`config.mk`:
```
export PLATFORM = sky130hd
export DESIGN_NAME = axi_copy_scheduler
export DESIGN_NICKNAME = d
export VERILOG_FILES = /design/src/rtl/axi_copy_pkg.sv /design/src/rtl/rr_arbiter.sv /design/src/rtl/axi_copy_scheduler.sv
export SDC_FILE = /design/constraint.sdc
export NUM_CORES = 1
export LEC_CHECK = 0
export CORE_AREA = 2 2 174 176
export DETAILED_ROUTE_END_ITERATION = 12
export DIE_AREA = 0 0 176 178
export PLACE_DENSITY = 0.64
export SETUP_SLACK_MARGIN = 0.02
export SKIP_LAST_GASP = 1
export SLEW_MARGIN = 20
export SYNTH_ARGS = -nofsm -noshare
export SYNTH_HDL_FRONTEND = slang
export SYNTH_SLANG_ARGS = --single-unit
```
`constraint.sdc`:
```
create_clock -name M_AXI_ACLK -period 4.2 [get_ports M_AXI_ACLK]
set_clock_uncertainty 0.15 [all_clocks]
set_input_delay 0.63 -clock M_AXI_ACLK [delete_from_list [all_inputs] [get_ports M_AXI_ACLK]]
set_output_delay 0.63 -clock M_AXI_ACLK [all_outputs]
set_load 0.02 [all_outputs]
```
`src/rtl/axi_copy_pkg.sv`:
```
// Shared types and constants for the AXI copy scheduler.
package axi_copy_pkg;

  localparam int CPL_STATUS_W = 2;

  localparam logic [CPL_STATUS_W-1:0] ST_OK       = 2'b00;
  localparam logic [CPL_STATUS_W-1:0] ST_ENG_ERR  = 2'b01;
  localparam logic [CPL_STATUS_W-1:0] ST_TIMEOUT  = 2'b10;
  localparam logic [CPL_STATUS_W-1:0] ST_ZERO_LEN = 2'b11;

  typedef enum logic [2:0] {
    IDLE     = 3'd0,
    LAUNCH   = 3'd1,
    WAIT     = 3'd2,
    ZLEN     = 3'd3,
    COMPLETE = 3'd4
  } state_t;

endpackage

```
`src/rtl/rr_arbiter.sv`:
```
// Combinational round-robin arbiter. The request vector is duplicated so a
// single lowest-bit search starting at the pointer wraps around naturally.
module rr_arbiter
  import axi_copy_pkg::*;
#(
  parameter int NUM_REQ = 4
) (
  input  logic [NUM_REQ-1:0]         req,
  input  logic [$clog2(NUM_REQ)-1:0] ptr,
  output logic [NUM_REQ-1:0]         grant,
  output logic [$clog2(NUM_REQ)-1:0] idx
);

  localparam int IW = $clog2(NUM_REQ);
  localparam int DW = 2 * NUM_REQ;

  logic [DW-1:0] dbl_req;
  logic [DW-1:0] dbl_mask;
  logic [DW-1:0] cand;
  logic          found;

  assign dbl_req  = {req, req};
  assign dbl_mask = ~((DW'(1) << ptr) - DW'(1));
  assign cand     = dbl_req & dbl_mask;

  // First candidate at or above the pointer, folded back into requester space.
  always_comb begin
    grant = '0;
    idx   = '0;
    found = 1'b0;
    for (int i = 0; i < DW; i++) begin
      if (!found && cand[i]) begin
        found = 1'b1;
        idx   = IW'(i % NUM_REQ);
      end
    end
    if (found) begin
      grant[idx] = 1'b1;
    end
  end

endmodule

```
`src/rtl/axi_copy_scheduler.sv`:
```
// Shares one single-beat AXI copy engine among NUM_REQ requesters: grants one
// descriptor at a time, launches the engine, waits for done or timeout, and
// emits a per-job completion record.
module axi_copy_scheduler
  import axi_copy_pkg::*;
#(
  parameter int NUM_REQ        = 4,
  parameter int ADDR_WIDTH     = 32,
  parameter int LEN_WIDTH      = 16,
  parameter int TIMEOUT_CYCLES = 65535
) (
  input  logic                            M_AXI_ACLK,
  input  logic                            M_AXI_ARESETN,
  input  logic [NUM_REQ-1:0]              req_valid,
  output logic [NUM_REQ-1:0]              req_ready,
  input  logic [NUM_REQ*ADDR_WIDTH-1:0]   req_src,
  input  logic [NUM_REQ*ADDR_WIDTH-1:0]   req_dst,
  input  logic [NUM_REQ*LEN_WIDTH-1:0]    req_len,
  output logic                            eng_start,
  output logic [ADDR_WIDTH-1:0]           eng_src,
  output logic [ADDR_WIDTH-1:0]           eng_dst,
  output logic [LEN_WIDTH-1:0]            eng_len,
  input  logic                            eng_done,
  input  logic                            eng_error,
  output logic                            cpl_valid,
  output logic [$clog2(NUM_REQ)-1:0]      cpl_id,
  output logic [CPL_STATUS_W-1:0]         cpl_status,
  output logic                            busy,
  output logic                            spurious_done,
  output logic [31:0]                     cpl_count
);

  localparam int IW = $clog2(NUM_REQ);
  localparam int TW = $clog2(TIMEOUT_CYCLES);

  state_t                state;
  logic [IW-1:0]         cur_id;
  logic [IW-1:0]         rr_ptr;
  logic [TW-1:0]         timer;
  logic [NUM_REQ-1:0]    grant;
  logic [IW-1:0]         grant_idx;
  logic [LEN_WIDTH-1:0]  sel_len;

  rr_arbiter #(
    .NUM_REQ (NUM_REQ)
  ) u_arb (
    .req   (req_valid),
    .ptr   (rr_ptr),
    .grant (grant),
    .idx   (grant_idx)
  );

  assign sel_len   = req_len[int'(grant_idx)*LEN_WIDTH +: LEN_WIDTH];
  assign req_ready = (state == IDLE && M_AXI_ARESETN) ? grant : '0;

  // Scheduler FSM with all engine-facing and completion outputs registered.
  always_ff @(posedge M_AXI_ACLK or negedge M_AXI_ARESETN) begin
    if (!M_AXI_ARESETN) begin
      state         <= IDLE;
      cur_id        <= '0;
      rr_ptr        <= '0;
      timer         <= '0;
      eng_start     <= 1'b0;
      eng_src       <= '0;
      eng_dst       <= '0;
      eng_len       <= '0;
      cpl_valid     <= 1'b0;
      cpl_id        <= '0;
      cpl_status    <= ST_OK;
      busy          <= 1'b0;
      spurious_done <= 1'b0;
      cpl_count     <= '0;
    end else begin
      eng_start <= 1'b0;
      cpl_valid <= 1'b0;
      if (eng_done && state != WAIT) begin
        spurious_done <= 1'b1;
      end
      case (state)
        IDLE: begin
          if (|req_valid) begin
            cur_id  <= grant_idx;
            eng_src <= req_src[int'(grant_idx)*ADDR_WIDTH +: ADDR_WIDTH];
            eng_dst <= req_dst[int'(grant_idx)*ADDR_WIDTH +: ADDR_WIDTH];
            eng_len <= sel_len;
            busy    <= 1'b1;
            if (sel_len == '0) begin
              state <= ZLEN;
            end else begin
              state     <= LAUNCH;
              eng_start <= 1'b1;
            end
          end
        end
        LAUNCH: begin
          timer <= '0;
          state <= WAIT;
        end
        WAIT: begin
          if (eng_done) begin
            cpl_status <= eng_error ? ST_ENG_ERR : ST_OK;
            cpl_valid  <= 1'b1;
            cpl_id     <= cur_id;
            cpl_count  <= cpl_count + 32'd1;
            state      <= COMPLETE;
          end else if (timer == TW'(TIMEOUT_CYCLES - 1)) begin
            cpl_status <= ST_TIMEOUT;
            cpl_valid  <= 1'b1;
            cpl_id     <= cur_id;
            cpl_count  <= cpl_count + 32'd1;
            state      <= COMPLETE;
          end else begin
            timer <= timer + TW'(1);
          end
        end
        ZLEN: begin
          cpl_status <= ST_ZERO_LEN;
          cpl_valid  <= 1'b1;
          cpl_id     <= cur_id;
          cpl_count  <= cpl_count + 32'd1;
          state      <= COMPLETE;
        end
        COMPLETE: begin
          rr_ptr <= (cur_id == IW'(NUM_REQ - 1)) ? '0 : cur_id + IW'(1);
          busy   <= 1'b0;
          state  <= IDLE;
        end
        default: begin
          busy  <= 1'b0;
          state <= IDLE;
        end
      endcase
    end
  end

endmodule

```
==> results by group, run 1 <==
Floorplan
  – Chip Height: ~180 um
  – Std cell rows: 63
  – Die X-Extent: around 180 um
  – Starting density of the core: 0.270
  – Io pins: 452
  – Core box area: 29400 um^2
  – Die footprint: 31300 um^2

Synth
  – Sequential-to-total area share from yosys stat: 0.451
  – Post-synth top area cell: dfrtp_1
  – Synth Instances: 809
  – Syn nets: 1142
  – #FFs+latches synth: 143
  – Synth top area share: 0.451
  – Syn Area/Cell: 9.80 um^2
  – Ys Warns: 0
  – Synth cell types: 50
  – Synth Cell Area: 7930 um^2
  – Synth top area cells: dfrtp_1, mux2_2, a222oi_1, o21ai_0, nand2_1

Power
  – VDD IR max: 0.000294 V
  – Total power: approximately 8200 uW
  – Leakage power: roughly 0.0054 uW
  – PwrDens: 612 nW/um^2

Drt
  – DRC viols: 0
  – Initial drt markers: around 710
  – Post-DRT Antenna Nets: 0
  – Final WL: 33.2 mm
  – Max layer used: met4
  – Wire per inst: 20.3 um
  – Initial DRT Pass Iterations: 8
  – Metal-1 WL: about 13 mm
  – Avg Vias per Cell: 5.06
  – Met2 wire length: 17.0 mm
  – Met3 wire len: 2.44 mm
  – Via count: 8286

Worst setup path
  – CP max stage delay: between 600 and 700 ps
  – CP Capture Type: output port
  – Required time of the critical path: 3420 ps
  – CP max FO: 19
  – CP max-delay cell: clkdlybuf4s50_1
  – Startpoint types: flop
  – CP delay by family, top: simple AND/OR/NAND/NOR gates
  – Worst path buffer plus inverter count: 1
  – Crit Path Class: reg -> out
  – Arr. time, crit path: around 3200 ps
  – Crit-path cells: or2_2, ha_1, nand2_1, a21boi_2, and3_4, nor2b_1, clkdlybuf4s50_1
  – R2r setup slk: around 460 ps

CTS
  – CTS Buf Count: 17
  – CTS tree: yes
  – Clock latency at the later pin of the worst-skew pair: 420 ps
  – CTS max path bufs: 2
  – Post-CTS Setup Bufs: 0
  – Root buffer cell: clkbuf_16
  – Clock Sinks: 143
  – Clock slew at reported path FFs: 70 ps
  – H-tree levels: 4

Timing
  – RSZ-0062 raised after global routing: false
  – Final critical-path required period: 3950 ps
  – Tcrit/Tclk final: 0.941
  – Finish-stage setup viols: 0
  – Final Hold Viols: 0
  – Rel. slew slack: 0.406
  – Max-slew violations: 0
  – Fmax: 0.253 GHz
  – TNS Setup: 0 ps
  – Slew @ Worst Pin: a little under 900 ps

Final layout
  – Final nets: 1563
  – Commonest cells after routing, fill and taps aside: clkdlybuf4s50_1, dfrtp_1, nand2_1
  – # fillers: 2780
  – Post-synthesis to final-layout area growth: 69.0%
  – Share of layout cells above drive strength 1: 0.105
  – Commonest non-fill, non-tap cell in the layout: clkdlybuf4s50_1

GRT
  – First-pass GRT wire length: 49.6 mm
  – Largest net degree at the start of global routing: between 70 and 80
  – Overall Global Routing Usage: 0.209
  – Grt total ovfl: 0
  – Vias in the first global route: 8385
  – Initial antenna violation count: 3

Place
  – DPL Wire Length: 25.7 mm
  – RD Place Congestion: between 0.8 and 0.9
  – Port bufs: 451

Status
  – Status: finished clean

Job
  – Maxcap violations: 0

Min path
  – HP Class: reg -> reg
## cells in the mapped netlist, drive strengths merged
cell type / count
a311oi: 1
nand2: 107
buf: 25
nand3b: 1
a32o: 16
and3: 23
ha: 5
nor2b: 3
clkbuf: 42
and4: 3
and2b: 2
nand4: 16
xnor2: 26
a211oi: 16
o211a: 1
o21bai: 1
o2111ai: 2
nand3: 35
dfrtp: 143
a222oi: 64
or4: 1
o31ai: 1
or3b: 1
nor3b: 1
a21oi: 27
inv: 8
o21ai: 93
nand2b: 5
or3: 7
nor2: 30
nor4: 2
and2: 5
o22a: 1
o221a: 1
or2: 1
a21boi: 2
o211ai: 1
nor3: 7
xor2: 14
mux2: 69
## stage by stage
step / area (um^2) / utilization / worst slack [ps] / std cells / hold WS (ps)
floorplan: 7930 / - / 498 / 809 / 184
global placement: 12800 / 0.437 / 425 / 1600 / 305
detailed placement: 12800 / 0.437 / 283 / 1600 / 310
CTS: 13400 / 0.455 / 121 / 1633 / 329
global route: 13400 / 0.456 / 93.4 / 1636 / 346
finish: 13400 / 0.456 / 246 / 1636 / 324
## kinds of logic after synthesis
group                      share of synthesized area
AOI/OAI and AO/OA                              0.208
xor gates and xnor gates                      0.0442
adders and majority gates                    0.00789
buffers and inverters                         0.0395
DFF                                            0.451
muxes                                         0.0980
and+or+nand+nor                                0.151
## power by group
group | internal, uW | total (uW) | leakage [uW] | switching (uW)
clock | 768 | 1420 | 0.000258 | 651
combinational | 2020 | 4570 | 0.00329 | 2540
sequential | 1860 | 2210 | 0.00183 | 349
total | 4660 | 8200 | 0.00538 | 3540
## flip-flops by register name (all words and copies together) (netlist names), 3 cells and up
signal,cells
timer,16
eng_dst,32
cpl_count,32
eng_src,32
eng_len,16
state,3
## layer usage
metal | track usage | vias to the layer above
met1 | 0.249 | 4034
met2 | 0.357 | 315
met4 | 0.0671 | 0
li1 | - | 3908
met5 | 0 | -
met3 | 0.0667 | 29
## area by class of cell
type | instances | area (um^2) | area share
Timing Repair Buffer | 469 | 4700 | 0.350
Clock buffer | 19 | 433 | 0.0323
Tap cell | 390 | 488 | 0.0364
Antenna cell | 3 | 7.51 | 0.000560
Clock inverter | 13 | 104 | 0.00775
Sequential cell | 143 | 3580 | 0.267
Inverter | 8 | 30.0 | 0.00224
Multi-Input combinational cell | 591 | 4060 | 0.303
## worst paths after layout
kind,start,to,cells past startpoint
max in group asynchronous,M_AXI_ARESETN,eng_src[5]$_DFFE_PN0P_,3
hold / removal,spurious_done$_DFFE_PN0P_,spurious_done$_DFFE_PN0P_,1
hold reg to reg,spurious_done$_DFFE_PN0P_,spurious_done$_DFFE_PN0P_,1
setup reg to reg,rr_ptr[1]$_DFFE_PN0N_,eng_start$_DFF_PN0_,11
min in group asynchronous,M_AXI_ARESETN,cpl_count[0]$_DFFE_PN0P_,2
setup / recovery,rr_ptr[1]$_DFFE_PN0N_,req_ready[3],7
## what timing repair did
action	CTS	global route
hold buffers	1	0
resized for setup	1	2
endpoints found under the hold margin	11	0
setup endpoints to repair	1	2
pin swaps	0	0
gates cloned	0	0
Note: power is estimated with default switching activity, not from simulation.
==> run 2: changes to the inputs <==
==> constraint.sdc (replaced) <==
create_clock -name M_AXI_ACLK -period 4.36 [get_ports M_AXI_ACLK]
set_clock_uncertainty 0.15 [all_clocks]
set_input_delay 0.654 -clock M_AXI_ACLK [delete_from_list [all_inputs] [get_ports M_AXI_ACLK]]
set_output_delay 0.654 -clock M_AXI_ACLK [all_outputs]
set_load 0.02 [all_outputs]
==> results by group, run 2 (synthesis gave the netlist of run 1 again) <==
Status
  – Status: finished clean

GRT
  – First-pass GRT wire length: 49.6 mm
  – Largest net degree at the start of global routing: 89
  – Vias in the first global route: 8453
  – Initial antenna violation count: 2
  – Overall Global Routing Usage: 0.210
  – Grt total ovfl: 0

Power
  – Sequential Power Share: 0.266
  – P_sw: roughly 3400 uW
  – Logic pwr share: 0.551
  – Int Pwr: 4570 uW
  – Total power: 7980 uW
  – Power share of the clock group: 0.183
  – VDD IR max: 0.000270 V
  – Leakage power: between 0.005 and 0.006 uW
  – PwrDens: 595 nW/um^2
  – Switching Share: 0.427

Drt
  – Wire per inst: 20.6 um
  – Post-DRT Antenna Nets: 0
  – DRC viols: 0
  – Via count: roughly 8400
  – Final WL: 33.6 mm
  – Initial drt markers: between 700 and 800
  – Avg Vias per Cell: 5.13
  – Initial DRT Pass Iterations: 10

Worst setup path
  – CP delay by family, top: simple AND/OR/NAND/NOR gates
  – CP max stage delay: 680 ps
  – Crit-path cells: or2_2, ha_1, nand2_1, a21boi_1, o2111ai_4, and2_4, nor4_1, clkdlybuf4s50_1
  – Crit Path Class: reg -> out
  – CP max-delay cell: clkdlybuf4s50_1
  – Worst path buffer plus inverter count: 1
  – Required time of the critical path: between 3000 and 4000 ps
  – Startpoint types: flop
  – CP max FO: 17
  – CP Capture Type: output port
  – Arr. time, crit path: 3380 ps

Floorplan
  – Core box area: between 20000 and 30000 um^2
  – Die X-Extent: between 150 and 200 um
  – Std cell rows: 63
  – Chip Height: roughly 180 um
  – Io pins: 452
  – Starting density of the core: 0.270
  – Die footprint: 31300 um^2

CTS
  – Clock slew at reported path FFs: 70 ps
  – CTS tree: yes
  – CTS Buf Count: 17
  – CTS max path bufs: 2
  – Root buffer cell: clkbuf_16
  – H-tree levels: 4
  – Clock latency at the later pin of the worst-skew pair: ~420 ps
  – Clock Sinks: 143

Timing
  – Finish-stage setup viols: 0
  – Rel. slew slack: 0.437
  – Slew @ Worst Pin: around 840 ps
  – Final critical-path required period: around 4200 ps
  – Fmax: roughly 0.24 GHz
  – Final Hold Viols: 0
  – TNS Setup: 0 ps
  – Max-slew violations: 0
  – Tcrit/Tclk final: 0.960
  – RSZ-0062 raised after global routing: false

Min path
  – HP Class: reg -> reg

Final layout
  – Final nets: 1560
  – Share of layout cells above drive strength 1: 0.103
  – Post-synthesis to final-layout area growth: 69.1%
  – Top flop regs: cpl_count (32), eng_dst (32), eng_src (32)
  – Commonest non-fill, non-tap cell in the layout: clkdlybuf4s50_1
  – Commonest cells after routing, fill and taps aside: clkdlybuf4s50_1, dfrtp_1, nand2_1

Place
  – Port bufs: 451
  – RD Place Congestion: roughly 0.82
  – DPL Wire Length: 25.8 mm

Job
  – Maxcap violations: 0
==> run 2: power by group through the flow <==
stage / logic, uW / registers [uW] / clock network (uW)
after CTS: 4440 / 2130 / 1500
after floorplan: 2050 / 2560 / 0
final: 4400 / 2130 / 1460
after global placement: 4380 / 2130 / 0
after detailed placement: 4420 / 2140 / 0
after global routing: 4780 / 2190 / 1570
==> run 2: stage by stage <==
step	utilization	setup WS [ps]	instances	area [um^2]	hold slack (ps)
2_1_floorplan	-	634	809	7930	208
3_3_place_gp	0.436	530	1597	12800	311
3_5_place_dp	0.436	342	1597	12800	318
4_1_cts	0.456	150	1630	13400	334
5_1_grt	0.456	35.2	1632	13400	356
6_report	0.456	176	1632	13400	326
==> run 2: cell type report <==
class                      count  area [um^2]
timing repair buffer         466         4670
inverter                       8         30.0
tap                          390          488
antenna                        2         5.00
multi-input combinational    591         4060
clock inverter                12          124
clock buffer                  20          457
fill                        2782        16000
sequential                   143         3580
==> run 2: per-layer routing <==
metal | GRT usage | routed length [um] | share of wire
met1 | 0.252 | 13200 | 0.39
met2 | 0.374 | 17500 | 0.52
met3 | 0.0509 | 2290 | 0.068
met4 | 0.0575 | 571 | 0.017
met5 | 0 | 0 | 0
==> run 2: worst reg2reg max path, stage by stage (launching register included) <==
cell and delay [ps]:
dfrtp_1 460, or2_2 330, ha_1 330, nand2_1 110
a21boi_1 380, o2111ai_4 180, buf_4 280, a32o_1 300
a211oi_1 310, nand4_1 210, or4_1 560, and2_1 170
==> run 2: timing repair <==
| item | in CTS | in global routing |
|---|---|---|
| hold buffers | 1 | 0 |
| endpoints found under the hold margin | 26 | 0 |
| gates resized for setup | 0 | 0 |
| buffers inserted | 0 | 0 |
==> run 2: path summary, 6_finish.rpt <==
path / start / endpoint / slack (ps) / cells after the start
min in group asynchronous: M_AXI_ARESETN / busy$_DFFE_PN0P_ / 510 / 2
worst min register to register: cpl_count[31]$_DFFE_PN0P_ / cpl_count[31]$_DFFE_PN0P_ / 330 / 1
max in group asynchronous: M_AXI_ARESETN / eng_dst[24]$_DFFE_PN0P_ / 2460 / 3
worst max register to register: rr_ptr[1]$_DFFE_PN0N_ / eng_start$_DFF_PN0_ / 500 / 11
worst max-delay path: rr_ptr[1]$_DFFE_PN0N_ / req_ready[0] / 180 / 8
worst min-delay path: cpl_count[31]$_DFFE_PN0P_ / cpl_count[31]$_DFFE_PN0P_ / 330 / 1
